===== config.mk =====
export PLATFORM = sky130hd
export DESIGN_NAME = big_core_f2c_port_arb
export DESIGN_NICKNAME = d
export VERILOG_FILES = /design/src/rtl/big_core_f2c_port_arb.sv
export SDC_FILE = /design/constraint.sdc
export NUM_CORES = 1
export LEC_CHECK = 0
export BUFFER_PORTS_ARGS = -buffer_cell sky130_fd_sc_hd__clkbuf_2
export CORE_ASPECT_RATIO = 1.4
export CORE_MARGIN = 1.5
export CORE_UTILIZATION = 63
export CTS_BUF_LIST = sky130_fd_sc_hd__clkbuf_2 sky130_fd_sc_hd__clkbuf_4 sky130_fd_sc_hd__clkbuf_8
export CTS_CLUSTER_SIZE = 20
export DETAILED_ROUTE_END_ITERATION = 10
export HOLD_SLACK_MARGIN = 0.02
export PLACE_DENSITY = 0.89
export SLEW_MARGIN = 20
export SYNTH_ARGS = -nofsm -noshare
export SYNTH_HDL_FRONTEND = slang
export SYNTH_SLANG_ARGS = --single-unit

===== constraint.sdc =====
create_clock -name Clk -period 36.4 [get_ports Clk]
set_input_delay 1.82 -clock Clk [delete_from_list [all_inputs] [get_ports Clk]]
set_output_delay 1.82 -clock Clk [all_outputs]
set_load 0.01 [all_outputs]

===== src/rtl/big_core_f2c_port_arb.sv =====
// big_core_f2c_port_arb
//   Arbiter/sequencer for the shared port B of the core memories.
//   Fabric (F2C) requests are queued in a small FIFO; local debug/DMA
//   requests arrive over valid/ready. One request is granted per cycle,
//   round-robin between the two sources, and issued as a single port-B
//   read/write command. Port-B read data (1-cycle latency) is routed back
//   to the requester as a registered 1-cycle response pulse.
// Ports:
//   Clk, Rst                  clock, asynchronous active-high reset
//   FabReq*                   fabric request (queued), FabReqReady = !full
//   LocReq*                   local request, LocReqReady = granted this cycle
//   PortB*                    port-B command (combinational from grant)
//   PortBRdData               port-B read data, valid the cycle after PortBRdEn
//   FabRsp*, LocRsp*          registered read responses, never backpressured

package big_core_tile_pkg;
  typedef enum logic [1:0] {
    WR     = 2'b00,
    RD     = 2'b01,
    RD_RSP = 2'b10,
    IDLE   = 2'b11
  } t_tile_opcode;
endpackage

module big_core_f2c_port_arb
  import big_core_tile_pkg::*;
#(
  parameter int unsigned FAB_FIFO_DEPTH = 4,
  parameter int unsigned ADDR_W         = 32,  // must be >= 24
  parameter int unsigned DATA_W         = 32
) (
  input  logic              Clk,
  input  logic              Rst,
  input  logic              FabReqValid,
  output logic              FabReqReady,
  input  t_tile_opcode      FabReqOpcode,
  input  logic [ADDR_W-1:0] FabReqAddress,
  input  logic [DATA_W-1:0] FabReqData,
  input  logic [7:0]        FabReqRequestorId,
  input  logic              LocReqValid,
  output logic              LocReqReady,
  input  logic              LocReqWrEn,
  input  logic [ADDR_W-1:0] LocReqAddress,
  input  logic [DATA_W-1:0] LocReqData,
  output logic [ADDR_W-1:0] PortBAddress,
  output logic [DATA_W-1:0] PortBData,
  output logic              PortBWrEn,
  output logic              PortBRdEn,
  input  logic [DATA_W-1:0] PortBRdData,
  output logic              FabRspValid,
  output logic [31:0]       FabRspAddress,
  output logic [DATA_W-1:0] FabRspData,
  output logic              LocRspValid,
  output logic [DATA_W-1:0] LocRspData
);

  localparam int unsigned PTR_W = $clog2(FAB_FIFO_DEPTH);
  localparam logic [PTR_W:0] PTR_ONE = {{PTR_W{1'b0}}, 1'b1};

  // Fabric request queue
  logic [PTR_W:0]    wr_ptr_q, wr_ptr_d, rd_ptr_q, rd_ptr_d;
  t_tile_opcode      fifo_op_q   [FAB_FIFO_DEPTH];
  t_tile_opcode      fifo_op_d   [FAB_FIFO_DEPTH];
  logic [ADDR_W-1:0] fifo_addr_q [FAB_FIFO_DEPTH];
  logic [ADDR_W-1:0] fifo_addr_d [FAB_FIFO_DEPTH];
  logic [DATA_W-1:0] fifo_data_q [FAB_FIFO_DEPTH];
  logic [DATA_W-1:0] fifo_data_d [FAB_FIFO_DEPTH];
  logic [7:0]        fifo_id_q   [FAB_FIFO_DEPTH];
  logic [7:0]        fifo_id_d   [FAB_FIFO_DEPTH];

  // Round-robin: 1 = local has priority on contention
  logic loc_pri_q, loc_pri_d;

  // Read tag for the cycle the port returns data
  logic        trk_vld_q, trk_vld_d;
  logic        trk_loc_q, trk_loc_d;
  logic [7:0]  trk_id_q, trk_id_d;
  logic [23:0] trk_addr_q, trk_addr_d;

  // Response registers
  logic              fab_rsp_vld_q, fab_rsp_vld_d;
  logic [31:0]       fab_rsp_addr_q, fab_rsp_addr_d;
  logic [DATA_W-1:0] fab_rsp_data_q, fab_rsp_data_d;
  logic              loc_rsp_vld_q, loc_rsp_vld_d;
  logic [DATA_W-1:0] loc_rsp_data_q, loc_rsp_data_d;

  logic              fifo_empty, fifo_full, push;
  logic              cand_f, cand_l, grant_f, grant_l;
  logic [PTR_W-1:0]  head_idx, tail_idx;
  t_tile_opcode      head_op;
  logic [ADDR_W-1:0] head_addr;
  logic [DATA_W-1:0] head_data;
  logic [7:0]        head_id;
  logic [ADDR_W-1:0] port_addr;
  logic [DATA_W-1:0] port_data;
  logic              port_wr, port_rd;

  always_comb begin
    head_idx   = rd_ptr_q[PTR_W-1:0];
    tail_idx   = wr_ptr_q[PTR_W-1:0];
    fifo_empty = (wr_ptr_q == rd_ptr_q);
    fifo_full  = (wr_ptr_q[PTR_W] != rd_ptr_q[PTR_W]) &&
                 (wr_ptr_q[PTR_W-1:0] == rd_ptr_q[PTR_W-1:0]);
    // Full blocks a push even when the head is popped the same cycle.
    push       = FabReqValid && !fifo_full;

    head_op   = fifo_op_q[head_idx];
    head_addr = fifo_addr_q[head_idx];
    head_data = fifo_data_q[head_idx];
    head_id   = fifo_id_q[head_idx];

    // Reset gates the candidates so port B stays quiet while Rst is high,
    // even if a local requester keeps LocReqValid asserted.
    cand_f  = !fifo_empty && !Rst;
    cand_l  = LocReqValid && !Rst;
    grant_f = cand_f && (!cand_l || !loc_pri_q);
    grant_l = cand_l && !grant_f;

    loc_pri_d = loc_pri_q;
    if (grant_f)      loc_pri_d = 1'b1;
    else if (grant_l) loc_pri_d = 1'b0;

    wr_ptr_d    = push    ? wr_ptr_q + PTR_ONE : wr_ptr_q;
    rd_ptr_d    = grant_f ? rd_ptr_q + PTR_ONE : rd_ptr_q;
    fifo_op_d   = fifo_op_q;
    fifo_addr_d = fifo_addr_q;
    fifo_data_d = fifo_data_q;
    fifo_id_d   = fifo_id_q;
    if (push) begin
      fifo_op_d[tail_idx]   = FabReqOpcode;
      fifo_addr_d[tail_idx] = FabReqAddress;
      fifo_data_d[tail_idx] = FabReqData;
      fifo_id_d[tail_idx]   = FabReqRequestorId;
    end

    // Address/data are driven only alongside a strobe; an unsupported
    // fabric opcode consumes its grant slot with an all-zero command.
    port_addr = '0;
    port_data = '0;
    port_wr   = 1'b0;
    port_rd   = 1'b0;
    if (grant_f) begin
      if (head_op == WR || head_op == RD) begin
        port_addr = head_addr;
        port_data = head_data;
        port_wr   = (head_op == WR);
        port_rd   = (head_op == RD);
      end
    end else if (grant_l) begin
      port_addr = LocReqAddress;
      port_data = LocReqData;
      port_wr   = LocReqWrEn;
      port_rd   = !LocReqWrEn;
    end

    trk_vld_d  = port_rd;
    trk_loc_d  = trk_loc_q;
    trk_id_d   = trk_id_q;
    trk_addr_d = trk_addr_q;
    if (port_rd) begin
      trk_loc_d  = grant_l;
      trk_id_d   = grant_l ? 8'h00 : head_id;
      trk_addr_d = grant_l ? LocReqAddress[23:0] : head_addr[23:0];
    end

    fab_rsp_vld_d  = trk_vld_q && !trk_loc_q;
    loc_rsp_vld_d  = trk_vld_q && trk_loc_q;
    fab_rsp_addr_d = fab_rsp_addr_q;
    fab_rsp_data_d = fab_rsp_data_q;
    loc_rsp_data_d = loc_rsp_data_q;
    if (fab_rsp_vld_d) begin
      fab_rsp_addr_d = {trk_id_q, trk_addr_q};
      fab_rsp_data_d = PortBRdData;
    end
    if (loc_rsp_vld_d) loc_rsp_data_d = PortBRdData;
  end

  always_ff @(posedge Clk or posedge Rst) begin
    if (Rst) begin
      wr_ptr_q <= '0;
      rd_ptr_q <= '0;
      for (int unsigned i = 0; i < FAB_FIFO_DEPTH; i++) begin
        fifo_op_q[i]   <= WR;
        fifo_addr_q[i] <= '0;
        fifo_data_q[i] <= '0;
        fifo_id_q[i]   <= '0;
      end
      loc_pri_q      <= 1'b0;
      trk_vld_q      <= 1'b0;
      trk_loc_q      <= 1'b0;
      trk_id_q       <= '0;
      trk_addr_q     <= '0;
      fab_rsp_vld_q  <= 1'b0;
      fab_rsp_addr_q <= '0;
      fab_rsp_data_q <= '0;
      loc_rsp_vld_q  <= 1'b0;
      loc_rsp_data_q <= '0;
    end else begin
      wr_ptr_q       <= wr_ptr_d;
      rd_ptr_q       <= rd_ptr_d;
      fifo_op_q      <= fifo_op_d;
      fifo_addr_q    <= fifo_addr_d;
      fifo_data_q    <= fifo_data_d;
      fifo_id_q      <= fifo_id_d;
      loc_pri_q      <= loc_pri_d;
      trk_vld_q      <= trk_vld_d;
      trk_loc_q      <= trk_loc_d;
      trk_id_q       <= trk_id_d;
      trk_addr_q     <= trk_addr_d;
      fab_rsp_vld_q  <= fab_rsp_vld_d;
      fab_rsp_addr_q <= fab_rsp_addr_d;
      fab_rsp_data_q <= fab_rsp_data_d;
      loc_rsp_vld_q  <= loc_rsp_vld_d;
      loc_rsp_data_q <= loc_rsp_data_d;
    end
  end

  assign FabReqReady   = !fifo_full;
  assign LocReqReady   = grant_l;
  assign PortBAddress  = port_addr;
  assign PortBData     = port_data;
  assign PortBWrEn     = port_wr;
  assign PortBRdEn     = port_rd;
  assign FabRspValid   = fab_rsp_vld_q;
  assign FabRspAddress = fab_rsp_addr_q;
  assign FabRspData    = fab_rsp_data_q;
  assign LocRspValid   = loc_rsp_vld_q;
  assign LocRspData    = loc_rsp_data_q;

endmodule


==> results of run 1 <==
==> registers in the layout (all words and copies together), names as in the netlist, 24 cells and up <==
signal         flops
LocRspData        32
fifo_addr_q      128
trk_addr_q        24
FabRspData        32
fifo_id_q         32
FabRspAddress     32
fifo_data_q      128
==> cell type report <==
type                            instances  area (um2)
Inverter                                6        35.0
Antenna cell                            4        10.0
Clock buffer                          102        1320
Fill cell                            1781        7340
Clock inverter                         10         103
Sequential cell                       435       10900
Tap cell                              385         482
Timing Repair Buffer                  360        1920
Multi-Input combinational cell        816        7830
==> power groups by stage <==
stage | logic (mW) | clock network, mW | registers [mW]
floorplan | 0.664 | 0 | 0.843
global placement | 0.890 | 0 | 0.851
detailed placement | 0.922 | 0 | 0.872
CTS | 0.930 | 0.434 | 0.866
global route | 0.994 | 0.457 | 0.897
finish | 0.931 | 0.428 | 0.868
==> how the worst min path moves through the flow <==
| stage | slack (ns) | endpoint |
|---|---|---|
| after floorplan | 0.44 | FabRspAddress[0] |
| after global placement | 0.45 | FabRspAddress[12] |
| after detailed placement | 0.46 | FabRspAddress[16] |
| after CTS | 0.47 | FabRspAddress[16] |
| after global routing | 0.49 | FabRspAddress[16] |
| final | 0.47 | FabRspAddress[16] |
==> cells by family after synthesis <==
logic type | after synthesis | synth area share
muxes | 406 | 0.282
xor gates and xnor gates | 8 | 0.00444
buffers and inverters | 110 | 0.0258
and+or+nand+nor | 267 | 0.0577
AOI/OAI and AO/OA | 130 | 0.0586
DFF | 435 | 0.569
adders and majority gates | 5 | 0.00327
==> worst max-delay path, delay by kind of cell (launching register included) <==
kind                   cells  cell delay (ns)
and+or+nand+nor            2             0.47
buffers and inverters      2             1.05
muxes                      2             1.12
DFF                        1             0.84
==> cells in the mapped netlist <==
cell / count / area, um2
dfrtp_1: 435 / 10900
mux2_2: 325 / 3660
nand2_1: 200 / 751
mux4_2: 73 / 1640
a22o_1: 65 / 569
buf_2: 53 / 265
clkbuf_1: 36 / 135
nand3_1: 25 / 125
a22oi_1: 24 / 180
nor3_1: 24 / 120
o32ai_1: 24 / 210
buf_1: 11 / 41.3
a31o_1: 8 / 70.1
and3_1: 8 / 50.1
inv_1: 6 / 22.5
ha_1: 5 / 62.6
mux2_1: 5 / 56.3
buf_4: 4 / 30.0
nor2_1: 4 / 15.0
xnor2_1: 4 / 35.0
mux2i_1: 3 / 30.0
a31oi_1: 2 / 12.5
nand2b_1: 2 / 12.5
nor3b_1: 2 / 15.0
xnor2_2: 2 / 32.5
xor2_1: 2 / 17.5
a21o_1: 1 / 7.51
a311o_1: 1 / 10.0
a311oi_4: 1 / 26.3
a31oi_2: 1 / 12.5
and4_1: 1 / 8.76
nand2_2: 1 / 6.26
o21ai_0: 1 / 5.00
o21ai_2: 1 / 8.76
o31a_1: 1 / 8.76
==> metal layers <==
metal  part of all wire  vias to the layer above  wire length [um]  global-route usage
met1               0.36                     6651             17000               0.359
met4              0.046                        6              2150               0.160
met3              0.079                      134              3720              0.0801
met5            0.00075                        -                35                   0
met2               0.51                      544             23900               0.507
li1                   -                     5641                 -                   -
==> results_dict.tcl, run 1 <==
set metrics [dict create \
    outcome "completed" \
    whs_ns 0.469 \
    layout_commonest_cell "dfrtp_1" \
    dp_hpwl_um 30100 \
    cp-start-kind "flop" \
    io-pin-count 341 \
    cp-startpoint "rd_ptr_q[0]" \
    grt_pass1_vias 13800 \
    finalCritPeriodShare 0.163 \
    clock-sinks 435 \
    hold_path_depth 2 \
    pwr-share-seq 0.390 \
    endpoint "PortBRdEn" \
    cts_hold_buffers 0 \
    worst-slew-pin-transition_ns 1.13 \
    cts_max_level 3 \
    setup-tns-final_ns 0 \
    cp_data_arrival_time_ns 4.11 \
    final_hold_viol_count 0 \
    power.total_mw 2.23 \
    final_cells 2118 \
    synth_warnings 0 \
    grt_use_total 0.304 \
    final_cell_mix "dfrtp_1, clkbuf_2, mux2_2, nand2_1, clkbuf_8" \
    via_count 13000 \
    num_rows 75 \
    ir_worst_vdd_mv 0.0532 \
    hold_class "reg2reg" \
    nNetsFinal 1865 \
    power_density_mw_per_mm2 98.6 \
    cp_max_fo 48 \
    clk_latency_ns 0.59 \
    core_area_mm2 0.0299 \
    clockRootBuffer "clkbuf_8" \
    post-route-util 0.755 \
    period_needed_ns 5.93 \
    cts_buffers 66 \
    syn_area_mm2 0.0191 \
    area_growth_pct 18.0 \
    grt_max_degree 198 \
    die-area_mm2 0.0315 \
    place_area_mm2 0.0211 \
    r2r_setup_slack_ns 32.46 \
    io_buffers 340 \
    p_comb_frac 0.418 \
    cts_tree "yes" \
    setup.worst_path.class "reg2out" \
    grt_pass1_wl_um 73300 \
    routabilityCongestion 0.845 \
    synth-seq-cells 435 \
    viasPerCell 6.13 \
    wire_per_inst_um 22.1 \
    drv_slew 0 \
    timing.rr.end "trk_addr_q[5]" \
    syn-num-nets 1541 \
    p_int_mw 1.45 \
    clkPwrFrac 0.192 \
    yosysSeqAreaShare 0.569 \
    relSlewSlack 0.250 \
    clock.fmax_mhz 169 \
    chipHeight_um 209 \
    swShare 0.347 \
    cap_viol_max_count 0 \
    fin_ws_ns 30.47 \
    timing.rr.start "rd_ptr_q[0]" \
    drt_pass1_iterations 5 \
    clockBufferDepth 3 \
    rsz0062_at_grt "false" \
    power_switching_uw 772 \
    reg2regPathDepth 5 \
    place_inst 1999 \
    hp-start "trk_addr_q[16]" \
    die_width_um 150 \
    routed_wl_um 46800 \
    synthCells 1361 \
    synth_area_per_cell_um2 14.1 \
    dr.first_iter.drc_count 669 \
    path_clk_slew_ns 0.07 \
    layout-drive-gt1-share 0.514 \
    p_leak_nw 10.6 \
    stdcell_area_mm2 0.0226 \
    yosysUniqueCellTypes 35 \
    worstPathCellList "buf_4 -> mux2i_1 -> mux2i_4 -> nand2_2 -> nand2_1 -> clkbuf_2" \
    required_ns 34.58 \
    start_util 0.639 \
    drc 0 \
    slowest_stage "buf_4" \
    dp_slack_ns 30.69 \
    postRouteAntennaNets 0 \
    cp-end-kind "output port" \
    slowest_delay_ns 0.89 \
    setup_viol 0 \
    cts_resized 0 \
    skew_ns 0.0269 \
    overflow 0 \
    post-cts-setup-buffers 0 \
    antenna_found_initial 6 \
]
No activity file was read; power rests on OpenSTA's default activity.
==> inputs of run 2 (changes only) <==
--- a/config.mk
+++ b/config.mk
@@ -8,12 +8,12 @@
 export BUFFER_PORTS_ARGS = -buffer_cell sky130_fd_sc_hd__clkbuf_2
 export CORE_ASPECT_RATIO = 1.4
 export CORE_MARGIN = 1.5
-export CORE_UTILIZATION = 63
+export CORE_UTILIZATION = 58
 export CTS_BUF_LIST = sky130_fd_sc_hd__clkbuf_2 sky130_fd_sc_hd__clkbuf_4 sky130_fd_sc_hd__clkbuf_8
 export CTS_CLUSTER_SIZE = 20
 export DETAILED_ROUTE_END_ITERATION = 10
 export HOLD_SLACK_MARGIN = 0.02
-export PLACE_DENSITY = 0.89
+export PLACE_DENSITY = 0.82
 export SLEW_MARGIN = 20
 export SYNTH_ARGS = -nofsm -noshare
 export SYNTH_HDL_FRONTEND = slang
==> constraint.sdc (replaced) <==
create_clock -name Clk -period 5.6 [get_ports Clk]
set_input_delay 0.28 -clock Clk [delete_from_list [all_inputs] [get_ports Clk]]
set_output_delay 0.28 -clock Clk [all_outputs]
set_load 0.01 [all_outputs]
==> run 2 against run 1 <==
Final area grew 6.0%. Via count grew 4.9%. Non-clock buffer count grew 129. Cell count grew 9.2%. Utilization shrank 1.8 points. Clock-buffer cell count grew 9. Sequential share of layout area shrank 2.7 points. Routed wire length grew 6.6%. Power grew to 6.6 times the previous value. Combinational power grew to 6.6 times the previous value. Hold slack lost 0.39 ns. Largest cell class unchanged.
==> results_dict.tcl, run 2 (synthesis gave the netlist of run 1 again) <==
set metrics [dict create \
    start_util 0.589 \
    ir_worst_vdd_mv 0.308 \
    dp_hpwl_um 30100 \
    post-route-util 0.737 \
    grt_pass1_wl_um 78700 \
    grt_max_degree 179 \
    clock-sinks 435 \
    setup.worst_path.class "reg2out" \
    io-pin-count 341 \
    die-area_mm2 0.0341 \
    fin_ws_ns 1.31 \
    io_buffers 340 \
    cts_tree "yes" \
    required_ns 5.32 \
    outcome "completed" \
    clockBufferDepth 3 \
    path_clk_slew_ns 0.06 \
    clockRootBuffer "clkbuf_8" \
    drt_pass1_iterations 5 \
    cp-start-kind "flop" \
    core_area_mm2 0.0325 \
    reg_top3 "fifo_addr_q (128), fifo_data_q (128)" \
    relSlewSlack 0.240 \
    via_count 13600 \
    p_comb_frac 0.419 \
    overflow 0 \
    routed_wl_um 49900 \
    final_cells 2312 \
    skew_ns 0.0245 \
    grt_use_total 0.299 \
    worst-slew-pin-transition_ns 1.14 \
    cts_resized 0 \
    rsz0062_at_grt "false" \
    cp_max_fo 39 \
    cp-startpoint "rd_ptr_q[0]" \
    cts_buffers 67 \
    stdcell_area_mm2 0.0240 \
    drv_slew 0 \
    nNetsFinal 1995 \
    routabilityCongestion 0.810 \
    clk_latency_ns 0.62 \
    place_inst 2055 \
    hold_class "in2reg" \
    cap_viol_max_count 0 \
    power_switching_mw 5.15 \
    final_cell_mix "dfrtp_1, clkbuf_2, mux2_2, nand2_1, dlygate4sd3_1" \
    clock.fmax_mhz 233 \
    area_growth_pct 25.1 \
    setup_viol 0 \
    dr.first_iter.drc_count 994 \
    chipHeight_um 218 \
    viasPerCell 5.89 \
    finalCritPeriodShare 0.766 \
    layout-drive-gt1-share 0.480 \
    grt_pass1_vias 14700 \
    cts_max_level 3 \
    wire_per_inst_um 21.6 \
    timing.rr.start "rd_ptr_q[0]" \
    dp_slack_ns 2.01 \
    postRouteAntennaNets 0 \
    antenna_found_initial 5 \
    swShare 0.352 \
    pwr-share-seq 0.388 \
    period_needed_ns 4.29 \
    post-cts-setup-buffers 0 \
    place_area_mm2 0.0212 \
    drc 0 \
    num_rows 78 \
    die_width_um 157 \
    layout_commonest_cell "dfrtp_1" \
    power_density_mw_per_mm2 611 \
    hp-start "LocReqAddress[23]" \
    final_hold_viol_count 0 \
    cp-end-kind "output port" \
    p_leak_nw 11.1 \
    p_int_mw 9.49 \
    cp_data_arrival_time_ns 4.01 \
    clkPwrFrac 0.193 \
]
[run 2: critical path: stages, from the launching register on]
cell and delay (ns):
dfrtp_4 0.72, xnor2_2 0.49, a31oi_2 0.14, buf_4 0.26, nor2_4 0.88, buf_4 0.47
a22o_1 0.23, clkbuf_2 0.15
[run 2: routing by layer]
layer	up-vias	share of wire	GRT usage
met3	145	0.071	0.0622
met2	629	0.51	0.511
li1	5914	-	-
met4	0	0.041	0.154
met1	6930	0.38	0.358
met5	-	0	0
[run 2: final timing paths]
kind,slack (ns),cells past startpoint,endpoint
setup / recovery,1.31,7,PortBData[17]
hold / removal,0.08,3,trk_addr_q[23]
max in group asynchronous,3.48,5,fifo_data_q[85]
min in group asynchronous,0.38,3,fifo_addr_q[56]
hold reg to reg,0.47,2,FabRspAddress[12]
setup reg to reg,2.00,4,trk_addr_q[7]
[run 2: what timing repair did]
action	4_1_cts	5_1_grt
endpoints found under the hold margin	406	0
setup endpoints to repair	0	0
hold buffers	130	0
[run 2: power by group through the flow]
stage / logic, mW / clock network (mW) / registers, mW
floorplan: 4.32 / 0 / 5.48
global placement: 5.77 / 0 / 5.54
detailed placement: 5.97 / 0 / 5.69
CTS: 6.07 / 2.87 / 5.64
global route: 6.57 / 3.03 / 5.85
finish: 6.14 / 2.83 / 5.68
[run 2: layout make-up]
type                            instances  area, um2
Antenna cell                            6       15.0
Clock buffer                          111       1400
Clock inverter                          9       63.8
Fill cell                            2028       8540
Inverter                                6       27.5
Multi-Input combinational cell        816       7830
Sequential cell                       435      10900
Tap cell                              440        551
Timing Repair Buffer                  489       3180
[run 2: metrics by stage]
stage | hold slack (ns) | total power [mW] | TNS [ns]
finish | 0.0782 | 14.6 | 0
global placement | 0.398 | 11.3 | 0
floorplan | 0.385 | 9.80 | -241.56
global route | 0.0686 | 15.5 | 0
CTS | 0.0460 | 14.6 | 0
detailed placement | 0.413 | 11.7 | 0
